## config.mk

```make
export PLATFORM = sky130hd
export DESIGN_NAME = turn_sequencer
export DESIGN_NICKNAME = d
export VERILOG_FILES = /design/src/rtl/turn_sequencer.sv
export SDC_FILE = /design/constraint.sdc
export NUM_CORES = 1
export LEC_CHECK = 0
export BUFFER_PORTS_ARGS = -buffer_cell sky130_fd_sc_hd__buf_2
export CAP_MARGIN = 5
export CORE_UTILIZATION = 35
export CTS_CLUSTER_SIZE = 16
export DETAILED_ROUTE_END_ITERATION = 7
export PLACE_DENSITY = 0.62
export SLEW_MARGIN = 20
export SYNTH_ARGS = -nofsm -noshare
export SYNTH_HDL_FRONTEND = slang
export SYNTH_SLANG_ARGS = --single-unit
```

## constraint.sdc

```tcl
create_clock -name clk -period 8.8 [get_ports clk]
set_input_delay 1.32 -clock clk [delete_from_list [all_inputs] [get_ports clk]]
set_output_delay 1.32 -clock clk [all_outputs]
set_load 0.01 [all_outputs]
```

## src/rtl/turn_sequencer.sv

```systemverilog
// Two-player snakes-and-ladders turn controller: roll handshake with the dice
// block, capped move, external snake/ladder lookup, bonus turns on a 6 and win detection.
module turn_sequencer #(
  parameter int WIN_POS   = 100,
  parameter int MAX_SIXES = 3
) (
  input  logic       clk,
  input  logic       reset,
  input  logic       roll_req,
  input  logic [2:0] dice_value,
  input  logic [6:0] jump_pos,
  output logic       roll_en,
  output logic [6:0] move_pos,
  output logic [6:0] position1,
  output logic [6:0] position2,
  output logic       current_player,
  output logic       busy,
  output logic       turn_done,
  output logic       win1,
  output logic       win2,
  output logic       game_over
);

  localparam int              SW       = $clog2(MAX_SIXES) + 1;
  localparam logic [SW-1:0]   SIX_LAST = SW'(MAX_SIXES - 1);
  localparam logic [6:0]      WIN7     = 7'(WIN_POS);
  localparam logic [7:0]      WIN8     = 8'(WIN_POS);

  typedef enum logic [2:0] {IDLE, ROLL, CAPTURE, MOVE, RESOLVE, CHECK, DONE} state_e;

  state_e          state_q;
  logic [1:0][6:0] pos_q;
  logic [SW-1:0]   six_cnt_q;
  logic [2:0]      die_q;
  logic [6:0]      pos_tent_q;
  logic            cur_q;
  logic            roll_en_q;
  logic            busy_q;
  logic            turn_done_q;
  logic [1:0]      win_q;

  logic [6:0] cur_pos;
  logic [7:0] sum;
  logic       forfeit;

  assign cur_pos = pos_q[cur_q];
  assign sum     = {1'b0, cur_pos} + {5'd0, die_q};
  // six_cnt and die_q are stable from MOVE through CHECK, so forfeit is valid in both
  assign forfeit = (die_q == 3'd6) && (six_cnt_q == SIX_LAST);

  always_ff @(posedge clk or negedge reset) begin
    if (!reset) begin
      state_q     <= IDLE;
      pos_q       <= '0;
      six_cnt_q   <= '0;
      die_q       <= '0;
      pos_tent_q  <= '0;
      cur_q       <= 1'b0;
      roll_en_q   <= 1'b0;
      busy_q      <= 1'b0;
      turn_done_q <= 1'b0;
      win_q       <= '0;
    end else begin
      case (state_q)
        IDLE: begin
          if (roll_req) begin
            state_q   <= ROLL;
            roll_en_q <= 1'b1;
            busy_q    <= 1'b1;
          end
        end
        ROLL: begin
          roll_en_q <= 1'b0;
          state_q   <= CAPTURE;
        end
        CAPTURE: begin
          if (dice_value != 3'd0 && dice_value != 3'd7) begin
            die_q   <= dice_value;
            state_q <= MOVE;
          end else begin
            roll_en_q <= 1'b1;
            state_q   <= ROLL;
          end
        end
        MOVE: begin
          // an overshoot of the target square means the player stays put
          pos_tent_q <= (forfeit || sum > WIN8) ? cur_pos : sum[6:0];
          state_q    <= RESOLVE;
        end
        RESOLVE: begin
          pos_q[cur_q] <= jump_pos;
          turn_done_q  <= 1'b1;
          state_q      <= CHECK;
        end
        CHECK: begin
          turn_done_q <= 1'b0;
          busy_q      <= 1'b0;
          if (cur_pos == WIN7) begin
            win_q[cur_q] <= 1'b1;
            state_q      <= DONE;
          end else if (forfeit) begin
            cur_q     <= ~cur_q;
            six_cnt_q <= '0;
            state_q   <= IDLE;
          end else if (die_q == 3'd6) begin
            six_cnt_q <= six_cnt_q + SW'(1);
            state_q   <= IDLE;
          end else begin
            cur_q     <= ~cur_q;
            six_cnt_q <= '0;
            state_q   <= IDLE;
          end
        end
        DONE:    state_q <= DONE;
        default: state_q <= IDLE;
      endcase
    end
  end

  assign roll_en        = roll_en_q;
  assign move_pos       = pos_tent_q;
  assign position1      = pos_q[0];
  assign position2      = pos_q[1];
  assign current_player = cur_q;
  assign busy           = busy_q;
  assign turn_done      = turn_done_q;
  assign win1           = win_q[0];
  assign win2           = win_q[1];
  assign game_over      = win_q[0] | win_q[1];

endmodule
```

==> out/metrics.yaml, run 1 <==
sta:
  max_slew_margin_pct: 47.05
  setup_tns_ps: 0
  hold_violations: 0
  rsz0062_at_grt: "no"
  hold_ws_ps: 483.4
  setup_ws_ps: 5338
  finalWorstPathRequiredPeriod_ps: 3462
  final-max-slew-violation-count: 0
  setup_violations: 0
  max_freq_ghz: 0.2889
  finClkSkew_ps: 7.233
  tightest_slew_ps: 794.3
  finalCritPeriodShare_pct: 39.34
floorplan:
  rows: 27
  die_x_um: 79.04
  num_io_pins: 41
  die-area_um2: 6247
  fp.dieH_um: 79.04
  core_area_um2: 5608
  start_util_pct: 37.04
yosys:
  ys_warn_count: 0
  synthesis.nets: 215
  yosys-top-cells-area: "dfrtp_1 43%, mux2_2 8.7%, ha_1 3.0%"
  synth_edf_count: 0
  ys_ff_latch: 36
  ys_seq_area_share_pct: 43.37
  synthFlopType: "dfrtp_1"
  synthCells: 196
  synth_top_area_cell: "dfrtp_1"
  synth.top_cell.area_share_pct: 43.37
  ys_types: 56
  syn_area_um2: 2077
  async_flop_share_pct: 100.0
  avgSynthCellArea_um2: 10.60
final_layout:
  area_growth_pct: 15.78
  seqCellArea_um2: 900.9
  multiInputGateArea_um2: 1087
  drive_gt1_share_pct: 33.48
  post-route-util_pct: 42.88
  fillers: 583
  antenna_cells: 0
  final_nets: 251
setup_path:
  crit_fanout: 18
  critPathLaunch: "current_player"
  crit_buf_inv: 1
  cp_top_family: "compound AO/OA/AOI/OAI gates"
  max_stage_delay_ps: 780
  r2r-start: "current_player"
  worst_ep_arrival_time_ps: 3670
  cpMaxStageDelayCell: "dfrtp_1"
  cp_cell_sequence: "mux2i_1 > inv_1 > ha_1 > fa_1 > a21oi_1 > a32oi_1 > or2_1 > a211o_1 > and3_1 > o31ai_2"
  required_ps: 9010
  end_kind: "register"
  cp-start-kind: "register"
  path_class: "register to register"
  reg2reg_slack_ps: 5340
clock_network:
  clockBufferDepth: 2
  cts_buffers: 5
  postCtsHoldBufs: 0
  postCtsSetupBuffers: 0
  cts.repair.resized: 0
  clk_latency_ps: 290
  clock-sinks: 36
  path_clk_slew_ps: 80
  cts_tree: "done"
  clock-root-buffer: "clkbuf_8"
  h-tree-depth: 2
run:
  cap_violations: 0
worst_hold_path:
  hp-class: "register to register"
  worstHoldStart: "move_pos[3]"
detailed_routing:
  avgViaCountPerCell: 5.384
  wl_um: 4476
  drc: 0
  wire_per_inst_um: 14.68
  drt_iter0_drc: 121
  first_pass_iters: 4
  drtAntennaViolNets: 0
  num_vias: 1642
placement:
  dp_hpwl_um: 3256
  portBuffers: 40
  place_congestion: 0.9046
  dpl_worst_slack_ps: 5379
grt:
  antenna_found_initial: 0
  grt_max_degree: 37
  grtUsageTotal_pct: 15.63
  grt_pass1_wl_um: 7590
  first_global_vias: 1504
  overflow: 0
power:
  p_leak_nw: 1.113
  power_density_nw_per_um2: 413.5
  peakVddDrop_uv: 177.6
run_status:
  status: "finished, final reports clean"
## power breakdown
group	leakage, nW	switching, mW	internal [mW]
clock network	0.0541	0.0629	0.0838
logic	0.616	0.280	0.236
registers	0.442	0.0922	0.239
## flip-flops by register name (all words and copies together) (netlist names)
signal / cells
die_q: 3
busy: 1
win_q: 2
current_player: 1
state_q: 3
position1: 7
move_pos: 7
turn_done: 1
position2: 7
six_cnt_q: 3
roll_en: 1
## worst register-to-register path, stage by stage (launching register included)
cell and delay (ps):
dfrtp_1 780, mux2i_1 420, inv_1 90, ha_1 240
fa_1 470, a21oi_1 200, a32oi_1 120, or2_1 220
a211o_1 430, and3_1 230, o31ai_2 200
## cells in the mapped netlist (2+ instances only)
| library cell | count |
|---|---|
| a211o_1 | 2 |
| a21o_1 | 5 |
| a21oi_1 | 12 |
| a31oi_1 | 2 |
| a32oi_1 | 2 |
| and3b_1 | 3 |
| buf_6 | 2 |
| clkbuf_1 | 7 |
| dfrtp_1 | 36 |
| ha_1 | 5 |
| inv_1 | 4 |
| mux2_2 | 16 |
| mux2i_1 | 3 |
| nand2_1 | 10 |
| nand2b_1 | 5 |
| nand3_1 | 8 |
| nand4_1 | 4 |
| nor2_1 | 12 |
| nor2b_1 | 2 |
| nor3_1 | 10 |
| o21ai_0 | 4 |
| o21ai_1 | 2 |
| o22a_1 | 3 |
| o31ai_1 | 3 |
| or3_1 | 2 |
| xnor2_1 | 2 |
## metrics by stage
stage / std cells / instance area, um^2 / total power, mW
floorplan: 196 / 2077 / 0.7250
global placement: 297 / 2293 / 0.8438
detailed placement: 297 / 2293 / 0.8508
global route: 305 / 2405 / 1.079
finish: 305 / 2405 / 0.9943
CTS: 305 / 2405 / 1.002
## worst paths after layout
path                                end  cells after the start
setup / recovery            move_pos[3]                     10
hold / removal              move_pos[3]                      2
setup reg to reg            move_pos[3]                     10
hold reg to reg             move_pos[3]                      2
max in group asynchronous  six_cnt_q[2]                      1
min in group asynchronous   move_pos[0]                      1
## kinds of logic after synthesis
| family | share of synthesized area, % |
|---|---|
| simple gates | 19.16 |
| buf+inv | 4.277 |
| compound gates | 16.33 |
| flops | 43.37 |
| xor+xnor | 0.8435 |
| fa+ha+maj | 3.976 |
| mux | 12.05 |
## cell type report
type / count / share of cell area, %
clock buffer: 5 / 2.862
sequential: 36 / 37.46
clock inverter: 3 / 1.769
timing repair buffer: 40 / 8.325
inverter: 4 / 0.6243
tap: 72 / 3.746
multi-input combinational: 145 / 45.21
## per-layer routing
| layer | routed length (um) | vias up | global-route usage, % |
|---|---|---|---|
| met1 | 2089 | 772 | 22.13 |
| met3 | 274 | 11 | 3.908 |
| met4 | 111 | 0 | 6.545 |
| met5 | 0 | - | 0 |
| li1 | - | 801 | - |
| met2 | 2001 | 58 | 22.50 |
## placed cells by master (no fill, tap or decap), types with 4 or more instances in the layout
cell      count
nand3_1       8
ha_1          5
clkbuf_8      5
nand2b_1      5
a21oi_1      12
nand2_1      10
buf_2        40
dfrtp_1      36
o21ai_0       4
nor2_1       12
a21o_1        5
nor3_1       10
inv_1         4
nand4_1       4
mux2_2       16
No activity file was read; power rests on OpenSTA's default activity.
==> inputs of run 2 (changes only) <==
==> constraint.sdc (replaced) <==
create_clock -name clk -period 3.6 [get_ports clk]
set_input_delay 0.54 -clock clk [delete_from_list [all_inputs] [get_ports clk]]
set_output_delay 0.54 -clock clk [all_outputs]
set_load 0.01 [all_outputs]
==> out/metrics.yaml, run 2 (synthesis results as in run 1) <==
sta:
  final-max-slew-violation-count: 0  # unchanged
  rsz0062_at_grt: "no"
  setup_violations: 0  # unchanged
  max_slew_margin_pct: 46.70  # -0.35 points
  finalWorstPathRequiredPeriod_ps: 3098  # -363.5 ps
  max_freq_ghz: 0.3228  # +12%
  tightest_slew_ps: 799.5  # +5.201 ps
  setup_tns_ps: 0  # unchanged
  finClkSkew_ps: 5.901  # -1.333 ps
  hold_violations: 0  # unchanged
  finalCritPeriodShare_pct: 86.06  # +47 points
detailed_routing:
  drc: 0  # unchanged
  drt_iter0_drc: 120  # -0.83%
  avgViaCountPerCell: 5.232  # -2.8%
  wire_per_inst_um: 14.75  # +0.54%
  drtAntennaViolNets: 0  # unchanged
  first_pass_iters: 4  # unchanged
  wl_um: 4515  # +0.87%
  num_vias: 1601  # -2.5%
final_layout:
  area_growth_pct: 15.12
  post-route-util_pct: 42.64  # -0.25 points
  multiInputGateArea_um2: 1087  # unchanged
  final_nets: 252  # +0.40%
  seqCellArea_um2: 900.9  # unchanged
  antenna_cells: 0  # unchanged
  fillers: 578  # -0.86%
  final_cell_mix: "40 x buf_2, 36 x dfrtp_1, 16 x mux2_2"
  final_common_cell: "buf_2"
  drive_gt1_share_pct: 32.91  # -0.57 points
clock_network:
  h-tree-depth: 2  # unchanged
  clockBufferDepth: 2  # unchanged
  cts_tree: "done"
  cts_buffers: 5  # unchanged
  cts.repair.resized: 0  # unchanged
  path_clk_slew_ps: 70  # about the same
  clock-sinks: 36  # unchanged
  clk_latency_ps: 290  # about the same
  postCtsHoldBufs: 0  # unchanged
  postCtsSetupBuffers: 0  # unchanged
  clock-root-buffer: "clkbuf_8"
grt:
  grt_max_degree: 37  # unchanged
  grtUsageTotal_pct: 15.43  # -0.20 points
  grt_pass1_wl_um: 7438  # -2.0%
  grt_use_met1_pct: 20.59  # -1.5 points
  overflow: 0  # unchanged
  antenna_found_initial: 0  # unchanged
  use_met3_pct: 3.908  # unchanged
  grt_busiest_layer: "met2"
  first_global_vias: 1477  # -1.8%
  grtUsageMet2_pct: 23.62  # +1.1 points
run_status:
  status: "finished, final reports clean"
floorplan:
  fp.dieH_um: 79.04  # unchanged
  num_io_pins: 41  # unchanged
  start_util_pct: 37.04  # unchanged
  rows: 27  # unchanged
  core_area_um2: 5608  # unchanged
  die_x_um: 79.04  # unchanged
  die-area_um2: 6247  # unchanged
setup_path:
  required_ps: 3800  # -5210 ps
  cpMaxStageDelayCell: "fa_1"
  r2r-start: "current_player"
  cp-start-kind: "register"
  worst_ep_arrival_time_ps: 3300  # -370 ps
  max_stage_delay_ps: 450  # -330 ps
  path_class: "register to register"
  crit_fanout: 17  # -1
  critPathLaunch: "current_player"
  cp_top_family: "compound AO/OA/AOI/OAI gates"
  crit_buf_inv: 2  # +1
  cp_cell_sequence: "buf_4 > mux2i_1 > inv_1 > fa_1 > a21oi_1 > a32oi_1 > or2_1 > a211o_1 > and3_1 > o31ai_2"
  end_kind: "register"
placement:
  dp_hpwl_um: 3214  # -1.3%
  portBuffers: 40  # unchanged
  place_congestion: 0.8340  # -7.8%
run:
  cap_violations: 0  # unchanged
power:
  p_leak_nw: 1.109  # -0.34%
  peakVddDrop_uv: 376.8  # +110%
  power_density_nw_per_um2: 996.5  # +140%
  finalPower_mw: 2.383  # +140%
worst_hold_path:
  hp-class: "primary input to asynchronous set/reset pin"
==> run 2: cell count changes in the layout (fill, tap and decap cells not counted) <==
cell,previous run,this run
bufinv_16,1,0
clkinv_2,1,0
clkinvlp_4,1,0
clkbuf_8,5,6
clkbuf_1,0,2
buf_4,0,1
==> run 2: metrics by stage <==
step | area (um^2) | std cells | hold WS [ps] | setup WS [ps]
finish | 2391 | 306 | 338.3 | 501.8
global route | 2391 | 306 | 398.0 | 292.9
CTS | 2391 | 306 | 365.1 | 506.8
detailed placement | 2301 | 298 | 467.9 | 571.6
global placement | 2301 | 298 | 470.5 | 651.6
floorplan | 2077 | 196 | 244.4 | 689.1
==> run 2: final timing paths <==
path,slack (ps),to,cells after the start
hold / removal,340,position1[4],1
min in group clk,480,win_q[1],1
max in group asynchronous,2760,state_q[2],1
setup reg to reg,500,move_pos[3],10
hold reg to reg,480,win_q[1],1
setup / recovery,500,move_pos[3],10
==> run 2: per-layer routing <==
metal  wire length (um)  share of wire (%)
met1               2201                 49
met2               1965                 44
met3                259                5.7
met4                 89                2.0
met5                  0                  0
==> run 2: power by group <==
group / internal (mW) / switching (mW)
sequential: 0.586 / 0.199
clock: 0.156 / 0.139
combinational: 0.582 / 0.720
total: 1.32 / 1.06
==> run 2: final cells by class <==
class                           count  area share [%]
Timing Repair Buffer               41           8.687
Multi-Input combinational cell    145           45.47
Sequential cell                    36           37.68
Inverter                            4          0.6279
Tap cell                           72           3.768
Clock buffer                        8           3.768
==> run 2: worst register-to-register path, cell delays in order (launching register included) <==
cell	delay, ps
dfrtp_1	370
buf_4	250
mux2i_1	420
inv_1	130
fa_1	450
a21oi_1	220
a32oi_1	120
or2_1	210
a211o_1	430
and3_1	230
o31ai_2	190
